File: src/rtl/hbridge_pkg.sv
// hbridge_pkg: shared state encoding and saturating magnitude helper for the H-bridge driver.
package hbridge_pkg;

    typedef enum logic [1:0] {
        ST_DRIVE = 2'd0,
        ST_DEAD  = 2'd1,
        ST_BRAKE = 2'd2
    } state_t;

    // |x| clipped to 2^m-1, so the most negative command maps onto full scale
    function automatic logic [31:0] abs_sat(input logic signed [31:0] x, input int m);
        logic [31:0] a;
        logic [31:0] lim;
        a   = x[31] ? 32'(-x) : 32'(x);
        lim = (32'd1 << m) - 32'd1;
        return (a > lim) ? lim : a;
    endfunction

endpackage

File: src/rtl/hbridge_channel.sv
// hbridge_channel: per-bridge DRIVE/DEAD/BRAKE FSM, magnitude latch and registered pin outputs.
// HBRIDGE_SLEW_EN limits the per-period magnitude change and ramps to zero before a reversal.
module hbridge_channel
    import hbridge_pkg::*;
#(
    parameter int   NBITS       = 9,
    parameter int   DEAD_CYCLES = 64,
    parameter logic DIR_INV     = 1'b0
`ifdef HBRIDGE_SLEW_EN
    ,
    parameter int   SLEW_STEP   = 4
`endif
) (
    input  logic             clk,
    input  logic             rst,
    input  logic             i_en,
    input  logic             i_tick,
    input  logic [NBITS-2:0] i_cnt,
    input  logic [NBITS-1:0] i_cmd,
    input  logic             i_brake,
    output logic             o_pwm,
    output logic             o_dir,
    output logic             o_br,
    output logic             o_busy
);

    localparam int M  = NBITS - 1;
    localparam int DW = $clog2(DEAD_CYCLES + 1);
    localparam logic [DW-1:0] DLOAD = DW'(DEAD_CYCLES - 1);

    state_t          r_state, w_state;
    logic [M-1:0]    r_mag, w_mag, w_tmag;
    logic [DW-1:0]   r_dead, w_dead;
    logic            r_dir, w_dir, r_tdir, w_tdir, r_wait, w_wait;
    logic            r_pwm, r_br, w_pwm, w_br;
    logic            w_smp, w_tpin, w_rev;

    assign w_smp  = i_en & i_tick;
    assign w_tmag = M'(abs_sat({{(32-NBITS){i_cmd[NBITS-1]}}, i_cmd}, M));
    assign w_tpin = i_cmd[NBITS-1] ^ DIR_INV;
    assign w_rev  = (w_tmag != '0) & (w_tpin != r_dir);

`ifdef HBRIDGE_SLEW_EN
    localparam logic [M-1:0] STEP = M'(SLEW_STEP);
    logic [M-1:0] w_down, w_ramp;
    assign w_down = (r_mag > STEP) ? r_mag - STEP : '0;
    assign w_ramp = (w_tmag > r_mag) ? ((w_tmag - r_mag > STEP) ? r_mag + STEP : w_tmag)
                                     : ((r_mag - w_tmag > STEP) ? r_mag - STEP : w_tmag);
`endif

    always_ff @(posedge clk) begin
        if (rst) begin
            r_state <= ST_DRIVE;
            r_mag   <= '0;
            r_dead  <= '0;
            r_dir   <= DIR_INV;
            r_tdir  <= DIR_INV;
            r_wait  <= 1'b0;
            r_pwm   <= 1'b0;
            r_br    <= 1'b0;
        end else begin
            r_state <= w_state;
            r_mag   <= w_mag;
            r_dead  <= w_dead;
            r_dir   <= w_dir;
            r_tdir  <= w_tdir;
            r_wait  <= w_wait;
            r_pwm   <= w_pwm;
            r_br    <= w_br;
        end
    end

    // r_tdir holds the pin value DIR takes when the dead time expires
    always_comb begin
        w_state = r_state;
        w_mag   = r_mag;
        w_dead  = r_dead;
        w_dir   = r_dir;
        w_tdir  = r_tdir;
        w_wait  = r_wait;
        if (i_en) begin
            case (r_state)
                ST_DRIVE: begin
                    if (i_brake) begin
                        w_state = ST_BRAKE;
                    end else if (w_smp) begin
                        w_wait = 1'b0;
`ifdef HBRIDGE_SLEW_EN
                        w_mag = w_rev ? w_down : w_ramp;
                        if (w_rev && r_mag == '0) begin
`else
                        w_mag = w_tmag;
                        if (w_rev) begin
`endif
                            w_state = ST_DEAD;
                            w_dead  = DLOAD;
                            w_tdir  = w_tpin;
                        end
                    end
                end
                ST_DEAD: begin
                    if (i_brake) begin
                        w_state = ST_BRAKE;
                    end else begin
                        if (w_smp && w_tmag != '0)
                            w_tdir = w_tpin;
`ifndef HBRIDGE_SLEW_EN
                        if (w_smp)
                            w_mag = w_tmag;
`endif
                        if (r_dead == '0) begin
                            w_state = ST_DRIVE;
                            w_dir   = w_tdir;
                            w_wait  = ~w_smp;
                        end else begin
                            w_dead = r_dead - 1'b1;
                        end
                    end
                end
                ST_BRAKE: begin
                    if (!i_brake) begin
                        w_state = ST_DRIVE;
                        w_mag   = '0;
                        w_wait  = 1'b0;
                    end
                end
                default: w_state = ST_DRIVE;
            endcase
        end
    end

    // LMD18200 brake needs PWM held high alongside BRAKE
    always_comb begin
        w_br  = i_en & (w_state == ST_BRAKE);
        w_pwm = i_en & ((w_state == ST_BRAKE) | ((w_state == ST_DRIVE) & ~w_wait & (i_cnt < w_mag)));
    end

    assign o_pwm  = r_pwm;
    assign o_br   = r_br;
    assign o_dir  = r_dir;
    assign o_busy = (r_state == ST_DEAD);

endmodule

File: src/rtl/hbridge_driver.sv
// hbridge_driver: NCHAN-channel PWM/DIR/BRAKE driver for LMD18200-class bridges with a shared period counter.
// Define HBRIDGE_SLEW_EN to enable per-period magnitude slew limiting (SLEW_STEP).
module hbridge_driver #(
    parameter int               NCHAN       = 2,
    parameter int               NBITS       = 9,
    parameter int               CLK_DIV     = 1,
    parameter int               DEAD_CYCLES = 64,
    parameter logic [NCHAN-1:0] DIR_INV     = '0
`ifdef HBRIDGE_SLEW_EN
    ,
    parameter int               SLEW_STEP   = 4
`endif
) (
    input  logic                   clk,
    input  logic                   rst,
    input  logic                   en,
    input  logic [NCHAN*NBITS-1:0] cmd_i,
    input  logic [NCHAN-1:0]       brake_i,
    output logic [NCHAN-1:0]       pwm_o,
    output logic [NCHAN-1:0]       dir_o,
    output logic [NCHAN-1:0]       br_o,
    output logic [NCHAN-1:0]       busy_o,
    output logic                   period_o
);

    localparam int M  = NBITS - 1;
    localparam int PW = $clog2(CLK_DIV + 1);
    localparam logic [M-1:0]  CMAX  = M'((1 << M) - 2);
    localparam logic [PW-1:0] PLAST = PW'(CLK_DIV - 1);

    logic [PW-1:0] r_pre;
    logic [M-1:0]  r_cnt;
    logic          r_period;
    logic          w_adv;

    assign w_adv = en & (r_pre == PLAST);

    // period_o marks the first clk of each period, i.e. the cycle cnt has just wrapped to 0
    always_ff @(posedge clk) begin
        if (rst) begin
            r_pre    <= '0;
            r_cnt    <= '0;
            r_period <= 1'b0;
        end else begin
            if (en)
                r_pre <= w_adv ? '0 : r_pre + 1'b1;
            if (w_adv)
                r_cnt <= (r_cnt == CMAX) ? '0 : r_cnt + 1'b1;
            r_period <= w_adv & (r_cnt == CMAX);
        end
    end

    assign period_o = r_period;

    for (genvar k = 0; k < NCHAN; k++) begin : gen_ch
        hbridge_channel #(
            .NBITS      (NBITS),
            .DEAD_CYCLES(DEAD_CYCLES),
            .DIR_INV    (DIR_INV[k])
`ifdef HBRIDGE_SLEW_EN
            ,
            .SLEW_STEP  (SLEW_STEP)
`endif
        ) u_ch (
            .clk    (clk),
            .rst    (rst),
            .i_en   (en),
            .i_tick (r_period),
            .i_cnt  (r_cnt),
            .i_cmd  (cmd_i[k*NBITS +: NBITS]),
            .i_brake(brake_i[k]),
            .o_pwm  (pwm_o[k]),
            .o_dir  (dir_o[k]),
            .o_br   (br_o[k]),
            .o_busy (busy_o[k])
        );
    end

endmodule

File: config.mk
export PLATFORM = sky130hd
export DESIGN_NAME = hbridge_driver
export DESIGN_NICKNAME = d
export VERILOG_FILES = /design/src/rtl/hbridge_pkg.sv /design/src/rtl/hbridge_channel.sv /design/src/rtl/hbridge_driver.sv
export SDC_FILE = /design/constraint.sdc
export NUM_CORES = 1
export LEC_CHECK = 0
export CAP_MARGIN = 15
export CORE_ASPECT_RATIO = 0.8
export CORE_MARGIN = 1
export CORE_UTILIZATION = 50
export DETAILED_ROUTE_END_ITERATION = 7
export PLACE_DENSITY = 0.71
export SYNTH_ARGS = -nofsm -noshare
export SYNTH_HDL_FRONTEND = slang
export SYNTH_HIERARCHICAL = 1
export SYNTH_SLANG_ARGS = --single-unit
File: constraint.sdc
create_clock -name clk -period 6.5 [get_ports clk]
set_input_delay 1.3 -clock clk [delete_from_list [all_inputs] [get_ports clk]]
set_output_delay 1.3 -clock clk [all_outputs]
set_load 0.05 [all_outputs]
; ---- Word-level counts from Yosys, hierarchy flattened
; Index checks and enable logic that the tools add are counted.
[word_totals]
ff_bits = 54
input_bits = 23
output_inout_bits = 9
elab_cells = 159
[classes]
addsub = 6
n_lt_le_gt_ge = 4
eq_ne = 19
mux = 70
n_bitwise = 21
reduce_logical = 20
[op_table]
columns = cell, count
row1 = two-way mux 8 bit, 11
row2 = two-way mux 7 bit, 10
row3 = "> comparator 32 x 8 -> 1 bit, second input constant", 2
row4 = two-way mux 32 bit, 2
row5 = negator 9 -> 32 bit, 2
row6 = one-hot mux 8 bit (2 select lines), 2
row7 = two-way mux 2 bit, 14
row8 = one-hot mux 7 bit (2 select lines), 2
row9 = two-way mux 1 bit, 23
row10 = < comparator 8 bit, 2
row11 = nonzero test 8 bit, 2
row12 = zero test 7 bit, 2
row13 = "inequality test 2 bit, second input constant", 7
row14 = AND reduction 7 bit, 2
row15 = "subtractor 7 x 1 -> 7 bit, second input constant", 2
row16 = bitwise AND 1 bit, 13
row17 = one-hot mux 2 bit (3 select lines), 2
row18 = AND reduction 6 bit, 2
row19 = "adder 8 x 1 -> 8 bit, second input constant", 1
row20 = "== test 2 bit, second input constant", 4
row21 = "== test 8 bit, second input constant", 1
row22 = zero test 2 bit, 4
row23 = AND reduction 4 bit, 2
row24 = "inequality test 2 x 1 -> 1 bit, second input constant", 3
row25 = other kinds (10), 23

; ---- Logic depth before layout (Yosys ltp)
[depth]
ltp_word = 16
ltp_mapped = 13

; ---- Hierarchy
; The synthesis kept the hierarchy.
[by_module_without_submodules]
columns = module, instances, cells_per_inst, area_each_um2, seq_area_each_um2
row1 = hbridge_channel, 2, 205, 1634.1, 440.4
row2 = hbridge_driver, 1, 49, 462.9, 200.2

; ---- Worst setup path before layout
; No wires, ideal clock.
[synth_timing]
path_kind = input port to flip-flop
start = input cmd_i[2]
end = register gen_ch[0].u_ch.r_pwm
setup_ps = 70
t_arrival_ps = 3462
t_required_ps = 6430
setup_slack_ps = 2968
stages = 12
path_cell_list = buf_6 -> or4_4 -> or4_1 -> o21ai_1 -> nand2b_1 -> a22oi_1 -> ha_1 -> nand3_1 -> o22ai_1 -> nor3b_1 -> nand3_1 -> o21bai_1
[synth_via]
elab_chain_cells = 16
elab_cells_between_ends = 22
cone_classes = add/sub (1) / order compare (2) / eq/ne (1) / mux (11) / bitwise (5) / reduce/logical (2)
[synth_rtl]
columns = item, line_no
row1 = "start, declared", hbridge_driver.sv:17  ; input logic [NCHAN*NBITS-1:0] cmd_i,
row2 = negator 9 -> 32 bit, hbridge_pkg.sv:14  ; a = x[31] ? 32'(-x) : 32'(x);
row3 = two-way mux 32 bit (*), hbridge_pkg.sv:14
row4 = > comparator 32 x 8 -> 1 bit, hbridge_pkg.sv:16  ; return (a > lim) ? lim : a;
row5 = two-way mux 8 bit (*), hbridge_pkg.sv:16
row6 = nonzero test 8 bit, hbridge_channel.sv:41  ; assign w_rev = (w_tmag != '0) & (w_tpin != r_dir);
row7 = bitwise AND 1 bit, hbridge_channel.sv:41
row8 = two-way mux 2 bit, hbridge_channel.sv:93  ; if (w_rev) begin
row9 = two-way mux 2 bit, hbridge_channel.sv:86  ; end else if (w_smp) begin
row10 = two-way mux 2 bit, hbridge_channel.sv:84  ; if (i_brake) begin
row11 = one-hot mux 2 bit (3 select lines), hbridge_channel.sv:82  ; case (r_state)
row12 = two-way mux 2 bit, hbridge_channel.sv:81  ; if (i_en) begin
row13 = zero test 2 bit, hbridge_channel.sv:135  ; w_pwm = i_en & ((w_state == ST_BRAKE) | ((w_state == ST_DRIVE) & ~w_wait & (i_cnt < w_mag)));
row14 = bitwise AND 1 bit (2 in a row), hbridge_channel.sv:135
row15 = bitwise OR 1 bit (*), hbridge_channel.sv:135
row16 = bitwise AND 1 bit (*), hbridge_channel.sv:135
row17 = "end signal, assigned", hbridge_channel.sv:68  ; r_pwm <= w_pwm;
row18 = "end, declared", hbridge_channel.sv:35  ; logic r_pwm, r_br, w_pwm, w_br;
; Every way passes the cells marked *; elsewhere a longest branch is shown, timed or not.
; A chain may end at the register's enable or synchronous reset.

; ---- Final worst setup path
[layout_timing]
start = input en
end = register gen_ch[1].u_ch.r_pwm
[layout_via]
elab_chain_cells = 11
elab_cells_between_ends = 24
cone_classes = order compare (1) / eq/ne (1) / mux (14) / bitwise (7) / reduce/logical (1)
[layout_rtl]
columns = item, line_no
row1 = "start, declared", hbridge_driver.sv:16  ; input logic en,
row2 = "parallel branches: the longest is 10 deep, another holds < comparator 8 bit", -
row3 = bitwise AND 1 bit (*), hbridge_channel.sv:135
row4 = "end signal, assigned", hbridge_channel.sv:68
row5 = "end, declared", hbridge_channel.sv:35
; Every way passes the cells marked *.

==> results.txt <==
The run finished with clean final reports. The pin count of the biggest net entering global routing was 49; the internal power was 0.000460 W. For the post-synthesis instance area, the log shows 3730 sq um.

Clock tree synthesis inserted a total of 5 buffers. The number of antenna violations at the first check in global routing was 0; the number of rows created at floorplan was 27. The H-tree generated during clock tree synthesis spans 2 levels. Data on the critical path is required at its endpoint by 6.73 ns. The post-layout minimum cycle time was 4.24 ns. The share of layout cells above drive strength 1 was 0.0613; the max-cap violation count was 0. The worst hold path belongs to the class reg2reg. Leaving out fill and tap cells, the most frequent cells in the layout are 54 x sky130_fd_sc_hd__dfxtp_1, 45 x sky130_fd_sc_hd__nor2_1, 40 x sky130_fd_sc_hd__a21oi_1, 31 x sky130_fd_sc_hd__clkdlybuf4s50_1, 27 x sky130_fd_sc_hd__nand2_1. In this run the cell area measured after placement is 4020 sq um.

Synthesis instantiated 54 different standard cells from the library. The slowest stage of the critical path is the sky130_fd_sc_hd__clkdlybuf4s50_1 cell. The tools report the number of global-route vias before repair as 3046.

After synthesis the netlist holds a flip-flop and latch count of 54. STA classifies the critical path startpoint as a primary input. Summing all non-filler instances in the final layout gives an area of 4100 sq um.

Total routing resource utilization after global routing: 0.232. The static leakage was 1.48 nW. Global-route layer with the greatest usage: met1. The period utilization came out at 0.652. Most numerous cell on the critical path: sky130_fd_sc_hd__nand3_1.

The net count of the finished layout is 518. The synthesis-to-finish area growth is 9.79%. The floorplan step defined a core boundary enclosing 7060 sq um. The initial core utilization was 0.528.

The design draws 0.000644 W. The most common library cell in the layout ignoring fill and taps was sky130_fd_sc_hd__dfxtp_1. The clock drives 54 sinks. The cell family with the largest share of critical-path delay is simple AND/OR/NAND/NOR gates. Share of flip-flops with an asynchronous set or reset after synthesis: 0. No sink is reached through more buffers than the 2 on the longest clock path. The critical path buffer and inverter count was 1; the number of port buffers was 31. Number of synthesized flops with an enable pin: 0. TritonCTS built the clock tree. The worst setup path is of the in2reg kind. For the reported net switching power, the log shows 0.000184 W. Met3 track demand over resource: 0.0299.

During synthesis, Yosys emitted a total of 6 warnings. Die extent in y: 79.3 um. Proportion of power drawn by the clock network: 0.279.

The compound-cell area share of the yosys netlist was 0.264. Derived from the worst setup path, the maximum achievable clock frequency is 0.236 GHz. The floorplan step defined a die boundary enclosing 7810 sq um. The number of hold-slack violations in the final timing report was 0; the remaining antenna violation count after routing was 0.

In this design, the stage delay of the slowest critical-path cell is 1.07 ns. The per-cell routed wire length works out to 15.3 um. The later pin in the worst-skew pair is clocked with a latency of 0.30 ns.

The run gives 0.540 as the sequential fraction of design power. For this block, the routed nets add up to 8.58 mm of wire. The logs give 459 for the post-synthesis cell count and 290 for the initial detailed-routing violation count. The die width came out at 98.6 um. At the worst endpoint, the arrival time is 4.47 ns. The run gives 32 as the count of boundary I/O pins. The remaining max-slew budget at the tightest pin was 0.391.

The switching part of the total was 0.285. The average footprint of a synthesized cell is 8.13 sq um. By area, the combinational part of the netlist is dominated by compound AO/OA/AOI/OAI gates. The mux cell area share after synthesis is 0.0107, and the clock-pin slew on the worst setup and hold paths is 0.09 ns. Traced cell by cell, the critical path runs through clkdlybuf4s50_1 -> nand2b_1 -> or2_2 -> o32ai_1 -> a21o_1 -> ha_1 -> nand3_1 -> o22ai_1 -> nor3b_1 -> nand3_1 -> o21bai_1.

The logs give 0 for the sum of overflow across all layers after global routing and 504 for the number of nets in the synthesized netlist. The arithmetic-cell share of the synthesized area counting full adders, half adders and majority gates is 0.0738, and the number of setup buffers added after CTS is 0. In this run the power density over the cells is 157 nW/um^2. After clock tree synthesis, the repair step resized 0 gates. The transition at the pin with the smallest max-transition slack came out at 0.911 ns.

Routability-driven placement finished with a final weighted congestion of 0.831. Fraction of synthesized cell area in xor and xnor cells: 0.0376. The cell sitting at the root of the clock tree is a sky130_fd_sc_hd__clkbuf_8. The final routed DRC violation total is 0, and the final total negative setup slack is 0 ns. The global-route met2 utilization is 0.337.

The per-cell via count in the routed design works out to 6.18. The half-perimeter wire length of the detailed placement result came out at 6.21 mm. The count of vias placed by the detailed router is 3460. The highest ir drop seen on vdd is 93.7 uV, and the diode insertion count for antenna repair is 0. The number of slew-limit violations in the final report was 0; the peak fanout along the critical path was 26. The tools report the first-pass detailed-route iteration total as 5.

Setup repair after global routing left no endpoint under its margin. The worst setup path is captured at a flip-flop. The first global-routing pass estimated 14.8 mm of wire. The proportion of power drawn by combinational gates was 0.181. For this run, the leading register cell type out of synthesis is sky130_fd_sc_hd__dfxtp_1.

The final setup violation count is 0. The tools report the sequential share of the synthesized area as 0.290. The maximum clock skew at final layout was 0.00335 ns; the met1 layer usage reported by global route was 0.360.

For this design, the CTS-stage hold fixing added 0 buffers. The simple-gate share of the synthesized area came out at 0.260.
## worst paths after layout
check	start	endpoint	slack (ns)	cells past startpoint
max	en	gen_ch[1].u_ch/o_pwm$_SDFF_PP0_	2.26	11
min	gen_ch[1].u_ch/r_tdir$_SDFFE_PP0P_	gen_ch[1].u_ch/r_tdir$_SDFFE_PP0P_	0.48	2
max reg2reg	period_o$_SDFF_PP0_	gen_ch[1].u_ch/o_pwm$_SDFF_PP0_	3.80	11
min reg2reg	gen_ch[1].u_ch/r_tdir$_SDFFE_PP0P_	gen_ch[1].u_ch/r_tdir$_SDFFE_PP0P_	0.48	2
## flip-flops by register name (all words and copies together), names as in the netlist, 2 cells and up
name,cells
gen_ch.u_ch/r_mag,16
gen_ch.u_ch/r_dead,14
r_cnt,8
gen_ch.u_ch/r_state,4
gen_ch.u_ch/o_br,2
gen_ch.u_ch/o_dir,2
gen_ch.u_ch/o_pwm,2
gen_ch.u_ch/r_tdir,2
gen_ch.u_ch/r_wait,2
## synth_stat cells, types with 5 or more instances
cell type	count	area share
sky130_fd_sc_hd__o31ai_1	10	0.020
sky130_fd_sc_hd__ha_1	22	0.074
sky130_fd_sc_hd__clkbuf_1	12	0.012
sky130_fd_sc_hd__a21oi_1	40	0.054
sky130_fd_sc_hd__nor3_1	7	0.0094
sky130_fd_sc_hd__a211oi_1	5	0.010
sky130_fd_sc_hd__dfxtp_1	54	0.29
sky130_fd_sc_hd__a22oi_1	6	0.012
sky130_fd_sc_hd__nand2b_1	12	0.020
sky130_fd_sc_hd__buf_2	8	0.011
sky130_fd_sc_hd__buf_6	5	0.015
sky130_fd_sc_hd__xor2_1	7	0.016
sky130_fd_sc_hd__a31oi_1	17	0.029
sky130_fd_sc_hd__inv_1	26	0.026
sky130_fd_sc_hd__nor2b_1	8	0.013
sky130_fd_sc_hd__or4_1	10	0.020
sky130_fd_sc_hd__nor3b_1	5	0.010
sky130_fd_sc_hd__xnor2_1	9	0.021
sky130_fd_sc_hd__o21ai_0	14	0.019
sky130_fd_sc_hd__nand3_1	16	0.021
sky130_fd_sc_hd__nor2_1	45	0.045
sky130_fd_sc_hd__o21ai_1	8	0.011
sky130_fd_sc_hd__nand2_1	27	0.027
sky130_fd_sc_hd__or3_1	9	0.015
## worst register-to-register path, delay by kind of cell, from the launching register on
family / cells / cell delay, ns
and+or+nand+nor: 4 / 0.85
AOI/OAI and AO/OA: 6 / 0.83
adders and majority gates: 1 / 0.31
DFF: 1 / 0.65
## power by group through the flow
stage               combinational [W]  clock (W)  sequential (W)
global route                 0.000129   0.000197        0.000349
finish                       0.000117   0.000180        0.000348
CTS                          0.000115   0.000186        0.000348
detailed placement           0.000115          0        0.000355
global placement             0.000113          0        0.000355
floorplan                   0.0000752          0        0.000358
## metrics by stage
stage | hold WS, ns | utilization | worst slack (ns) | cells
floorplan | 0.435 | - | 2.97 | 459
global route | 0.507 | 0.580 | 2.10 | 560
detailed placement | 0.465 | 0.569 | 2.06 | 553
CTS | 0.482 | 0.580 | 2.37 | 560
finish | 0.485 | 0.580 | 2.26 | 560
global placement | 0.450 | 0.569 | 2.07 | 553
## cell families after synthesis
family                   Yosys count
flip-flops                        54
multiplexers                       4
AND/OR/NAND/NOR                  172
adder cells (fa/ha/maj)           22
AO/OA/AOI/OAI                    140
buffers and inverters             51
XOR/XNOR                          16
## metal layers
| layer | routed length [um] | share of wire | up-vias |
|---|---|---|---|
| met1 | 4440 | 0.52 | 1622 |
| met3 | 562 | 0.065 | 5 |
| met5 | 0 | 0 | - |
| met4 | 44 | 0.0051 | 0 |
| li1 | - | - | 1732 |
| met2 | 3540 | 0.41 | 101 |
## cell type report
| cell class | count | area [sq um] |
|---|---|---|
| Clock buffer | 6 | 72.6 |
| Clock inverter | 1 | 7.51 |
| Fill cell | 619 | 2960 |
| Inverter | 26 | 97.6 |
| Multi-Input combinational cell | 354 | 2410 |
| Sequential cell | 54 | 1080 |
| Tap cell | 87 | 109 |
| Timing Repair Buffer | 32 | 318 |
Power figures use the tool's default switching activity.
==> variant 1: new RTL, same settings <==
Build with the macro `HBRIDGE_SLEW_EN` defined.
--- a/src/rtl/hbridge_channel.sv
+++ b/src/rtl/hbridge_channel.sv
@@ -1,4 +1,6 @@
 // hbridge_channel: per-bridge DRIVE/DEAD/BRAKE FSM, magnitude latch and registered pin outputs.
 // HBRIDGE_SLEW_EN limits the per-period magnitude change and ramps to zero before a reversal.
+`define HBRIDGE_SLEW_EN
+
 module hbridge_channel
     import hbridge_pkg::*;
Formal check against the unedited RTL: no difference found for any inputs over 4 cycles, from zero or initial values and one cycle with rst high; that may be too few to reach the edited logic, so the function may still have changed.
==> variant 1 against the original RTL <==
Final area up 100%. Sequential power about the same. Sequential cell count unchanged. Critical endpoint is now gen_ch[0].u_ch/o_pwm. Count of clock-buffer cells in the layout unchanged. Combinational power rose to 3.4 times the old value. Area after synthesis up 69%. Setup slack worse by 2.1 ns. Wire length up 140%. Critical path depth up 16. Power up 59%. Global-route usage up 7.1 points.
==> variant 1: results (changes against the original RTL) <==
status finished clean (unchanged); Vias 7153 (was 3460); first-pass GRT wire length 32200 um (was 14800 um); finished layout cell area 8260 um2 (was 4100 um2); dpl cell area 7720 um2 (was 4020 um2); final net count 1074 (was 518); commonest cells in the netlist nor2_1 (69), inv_1 (66), nand2_1 (61), a21oi_1 (58), dfxtp_1 (54) (was dfxtp_1 (54), nor2_1 (45), a21oi_1 (40), nand2_1 (27), inv_1 (26)); clock skew 0.00527 ns (was 0.00335 ns); Pleak 3.38 nW (was 1.48 nW); ranking of synthesized cells by area dfxtp_1 (17%), ha_1 (9.9%), a21oi_1 (4.6%) (was dfxtp_1 (29%), ha_1 (7.4%), a21oi_1 (5.4%)); critical path arrival 6.48 ns (was 4.47 ns); met2 Use GR 49.8% (was 33.7%); DP Worst Slack -0.566 ns (was 2.06 ns); reg2reg end gen_ch[0].u_ch/o_pwm (was gen_ch[1].u_ch/o_pwm); Root Buffer clkbuf_16 (was clkbuf_8); DRT met1 WL 9270 um (was 4440 um); synth unique cells 78 (was 54); Worst Setup EP gen_ch[0].u_ch/o_pwm (was gen_ch[1].u_ch/o_pwm); mean area per synthesized cell 7.46 um2 (was 8.13 um2); post-CTS setup buffers 5 (was 0); Worst path slowest cell or4b_4 (was clkdlybuf4s50_1); delay-heaviest family, CP compound AO/OA/AOI/OAI gates (was simple AND/OR/NAND/NOR gates); sequential fraction of the synthesis area 17.2% (was 29.0%); Final Wtd Congestion 0.977 (was 0.831); Synthesized Nets 918 (was 504)
[variant 1: changes by cell type in the layout (fill, tap and decap cells not counted), sizes merged, moves of 20 or more]
cell	delta
o21ai	+28
buf	+150
inv	+41
nand3	+20
nor2	+24
nor3	+28
ha	+28
nand2	+36
[variant 1: final cells by class]
cell class                      instances  share of cell area (%)
Multi-Input combinational cell        690                    61.5
Timing Repair Buffer                  182                    18.0
Sequential cell                        54                    13.1
Inverter                               66                    3.00
Tap cell                              171                    2.59
Clock buffer                            6                    1.68
Clock inverter                          2                   0.197
[variant 1: cells by family after synthesis]
| group | after synthesis | synth area share (%) |
|---|---|---|
| adder cells (fa/ha/maj) | 52 | 10.6 |
| flip-flops | 54 | 17.2 |
| buffers and inverters | 99 | 6.39 |
| AND/OR/NAND/NOR | 318 | 27.3 |
| AO/OA/AOI/OAI | 264 | 30.5 |
| multiplexers | 8 | 1.31 |
| XOR/XNOR | 48 | 6.69 |
==> variant 2: new RTL, config.mk and constraints unchanged <==
Without the edit above. Register the output `pwm_o`, with the module's reset; this adds one clock of latency there. The other outputs are not delayed to match.
--- a/src/rtl/hbridge_driver.sv
+++ b/src/rtl/hbridge_driver.sv
@@ -28,4 +28,6 @@
     localparam logic [M-1:0]  CMAX  = M'((1 << M) - 2);
     localparam logic [PW-1:0] PLAST = PW'(CLK_DIV - 1);
+
+    logic [NCHAN-1:0] pwm_d;
 
     logic [PW-1:0] r_pre;
@@ -70,5 +72,5 @@
             .i_cmd  (cmd_i[k*NBITS +: NBITS]),
             .i_brake(brake_i[k]),
-            .o_pwm  (pwm_o[k]),
+            .o_pwm  (pwm_d[k]),
             .o_dir  (dir_o[k]),
             .o_br   (br_o[k]),
@@ -77,4 +79,12 @@
     end
 
+    always_ff @(posedge clk) begin
+        if (rst) begin
+            pwm_o <= '0;
+        end else begin
+            pwm_o <= pwm_d;
+        end
+    end
+
 endmodule
 
Function: changed (a bounded check fails within 4 cycles, from zero or initial values and one cycle with rst high).
==> variant 2 against the original RTL <==
Non-clock buffer count stayed put. Power is 4.1% higher. Register-to-register slack better by 0.04 ns. Wire length is 1.2% lower. Clock skew is 0.010 ns higher. Final area is 1.4% higher. Area after synthesis is 1.4% higher. Setup slack better by 0.076 ns. Clock power is 9% higher. First-iteration DRC count is 35% lower. Sequential cell count is 2 higher. Critical path type unchanged.
==> variant 2: results (changes against the original RTL) <==
status finished clean (unchanged); pin count of the biggest net entering global routing 51 (was 49); CTS max path bufs 2 (unchanged); post-DP HPWL 6240 um (was 6210 um); r2r setup slk 3.84 ns (was 3.80 ns); Peak supply drop 0.000108 V (was 0.0000937 V); Placed Cells 557 (was 553); Root Buffer clkbuf_8 (unchanged); HP Class flip-flop to flip-flop (unchanged); initial antenna violation count 0 (unchanged); Psw 194 uW (was 184 uW); Pleak 1.51 nW (was 1.48 nW); worst skew pair latency 0.31 ns; CP Max Fanout 26 (unchanged); hold endpoint gen_ch[1].u_ch/r_tdir (unchanged); Worst Setup EP gen_ch[0].u_ch/o_pwm (was gen_ch[1].u_ch/o_pwm); hold_ws 0.472 ns (was 0.485 ns); fill count 655 (was 619); final net count 522 (was 518); Synthesized Nets 508 (was 504); ranking of synthesized cells by area dfxtp_1 (30%), ha_1 (7.3%), a21oi_1 (5.3%) (was dfxtp_1 (29%), ha_1 (7.4%), a21oi_1 (5.4%)); H-tree levels 2 (unchanged); Pre-antenna DRT Iters 5 (unchanged); final setup vio count 0 (unchanged); critical path arrival 4.42 ns (was 4.47 ns); sequential fraction of the synthesis area 29.6% (was 29.0%); Tot GR Track Use 22.7% (was 23.2%); commonest cells in the netlist dfxtp_1 (56), nor2_1 (45), a21oi_1 (40), nand2_1 (27), inv_1 (26) (was dfxtp_1 (54), nor2_1 (45), a21oi_1 (40), nand2_1 (27), inv_1 (26)); Routed WL 8480 um (was 8580 um); first-pass GRT wire length 14700 um (was 14800 um); Final Wtd Congestion 0.851 (was 0.831); Hold Path Origin gen_ch[1].u_ch/r_tdir (unchanged); Vias 3457 (was 3460); layout cell share with drive strength beyond 1 6.69% (was 6.13%); clock-pin slew on the worst setup and hold paths 0.11 ns (was 0.09 ns); post-synthesis async set-or-reset flop share 0% (unchanged); Largest regs gen_ch.u_ch/r_mag x16, gen_ch.u_ch/r_dead x14, r_cnt x8 (unchanged); reg2reg end gen_ch[1].u_ch/o_pwm (unchanged); Max-slew headroom 42.6% (was 39.1%); clock skew 0.0135 ns (was 0.00335 ns); via count of the first global-routing pass 3076 (was 3046); port bufs 31 (unchanged); drt wl/cell 15.0 um (was 15.3 um); Post-Syn Instances 463 (was 459); DR iter-0 viols 189 (was 290)
==> variant 2: cell types whose count changed after synthesis, sizes merged <==
cell	unedited run	this run
dfxtp	54	56
nor2b	9	11
==> variant 2: stage by stage <==
step	cell area, um2	worst slack, ns
finish	4150	2.34
global route	4150	2.00
CTS	4150	2.38
detailed placement	4060	2.05
global placement	4060	2.10
floorplan	3780	2.97
==> variant 2: cell type report <==
type | instances | share of cell area (%)
clock buffers | 5 | 1.66
clock inverters | 3 | 0.512
inverters | 26 | 2.35
multi-input cells | 356 | 58.3
flip-flops and latches | 56 | 27.0
well taps | 87 | 2.62
repair buffers | 32 | 7.53
==> variant 2: layer usage <==
layer  GRT usage, %  vias up  wire length [um]  share of wire, %
li1               -     1738                 -                 -
met1           33.8     1627              4420                52
met2           34.0       88              3600                42
met3           3.85        4               420               5.0
met4           4.71        0                32              0.38
met5              0        -                 0                 0
==> variant 2: power by group through the flow <==
stage	Combinational [mW]	Sequential (mW)	Clock, mW
after global placement	0.109	0.369	0
final	0.113	0.361	0.196
after floorplan	0.0759	0.369	0
after CTS	0.112	0.361	0.201
after global routing	0.125	0.363	0.216
after detailed placement	0.111	0.369	0
==> variant 2: cell families (layout without fill, tap and decap cells) <==
family                     count (synthesis)  in the layout  synth area share (%)
buffers and inverters                     51             66                  6.32
xor gates and xnor gates                  16             16                  3.70
adders and majority gates                 22             22                  7.28
muxes                                      4              4                  1.06
and+or+nand+nor                          174            174                  26.0
AOI/OAI and AO/OA                        140            140                  26.0
DFF                                       56             56                  29.6
==> variant 2: worst max-delay path, cell delays in order <==
cell,delay (ns)
clkdlybuf4s50_1,1.03
nand2b_1,0.25
or2_2,0.44
o32ai_1,0.31
a21o_1,0.18
ha_1,0.23
nand3_1,0.10
o22ai_1,0.08
nor3b_1,0.22
nand3_1,0.10
o21bai_1,0.15
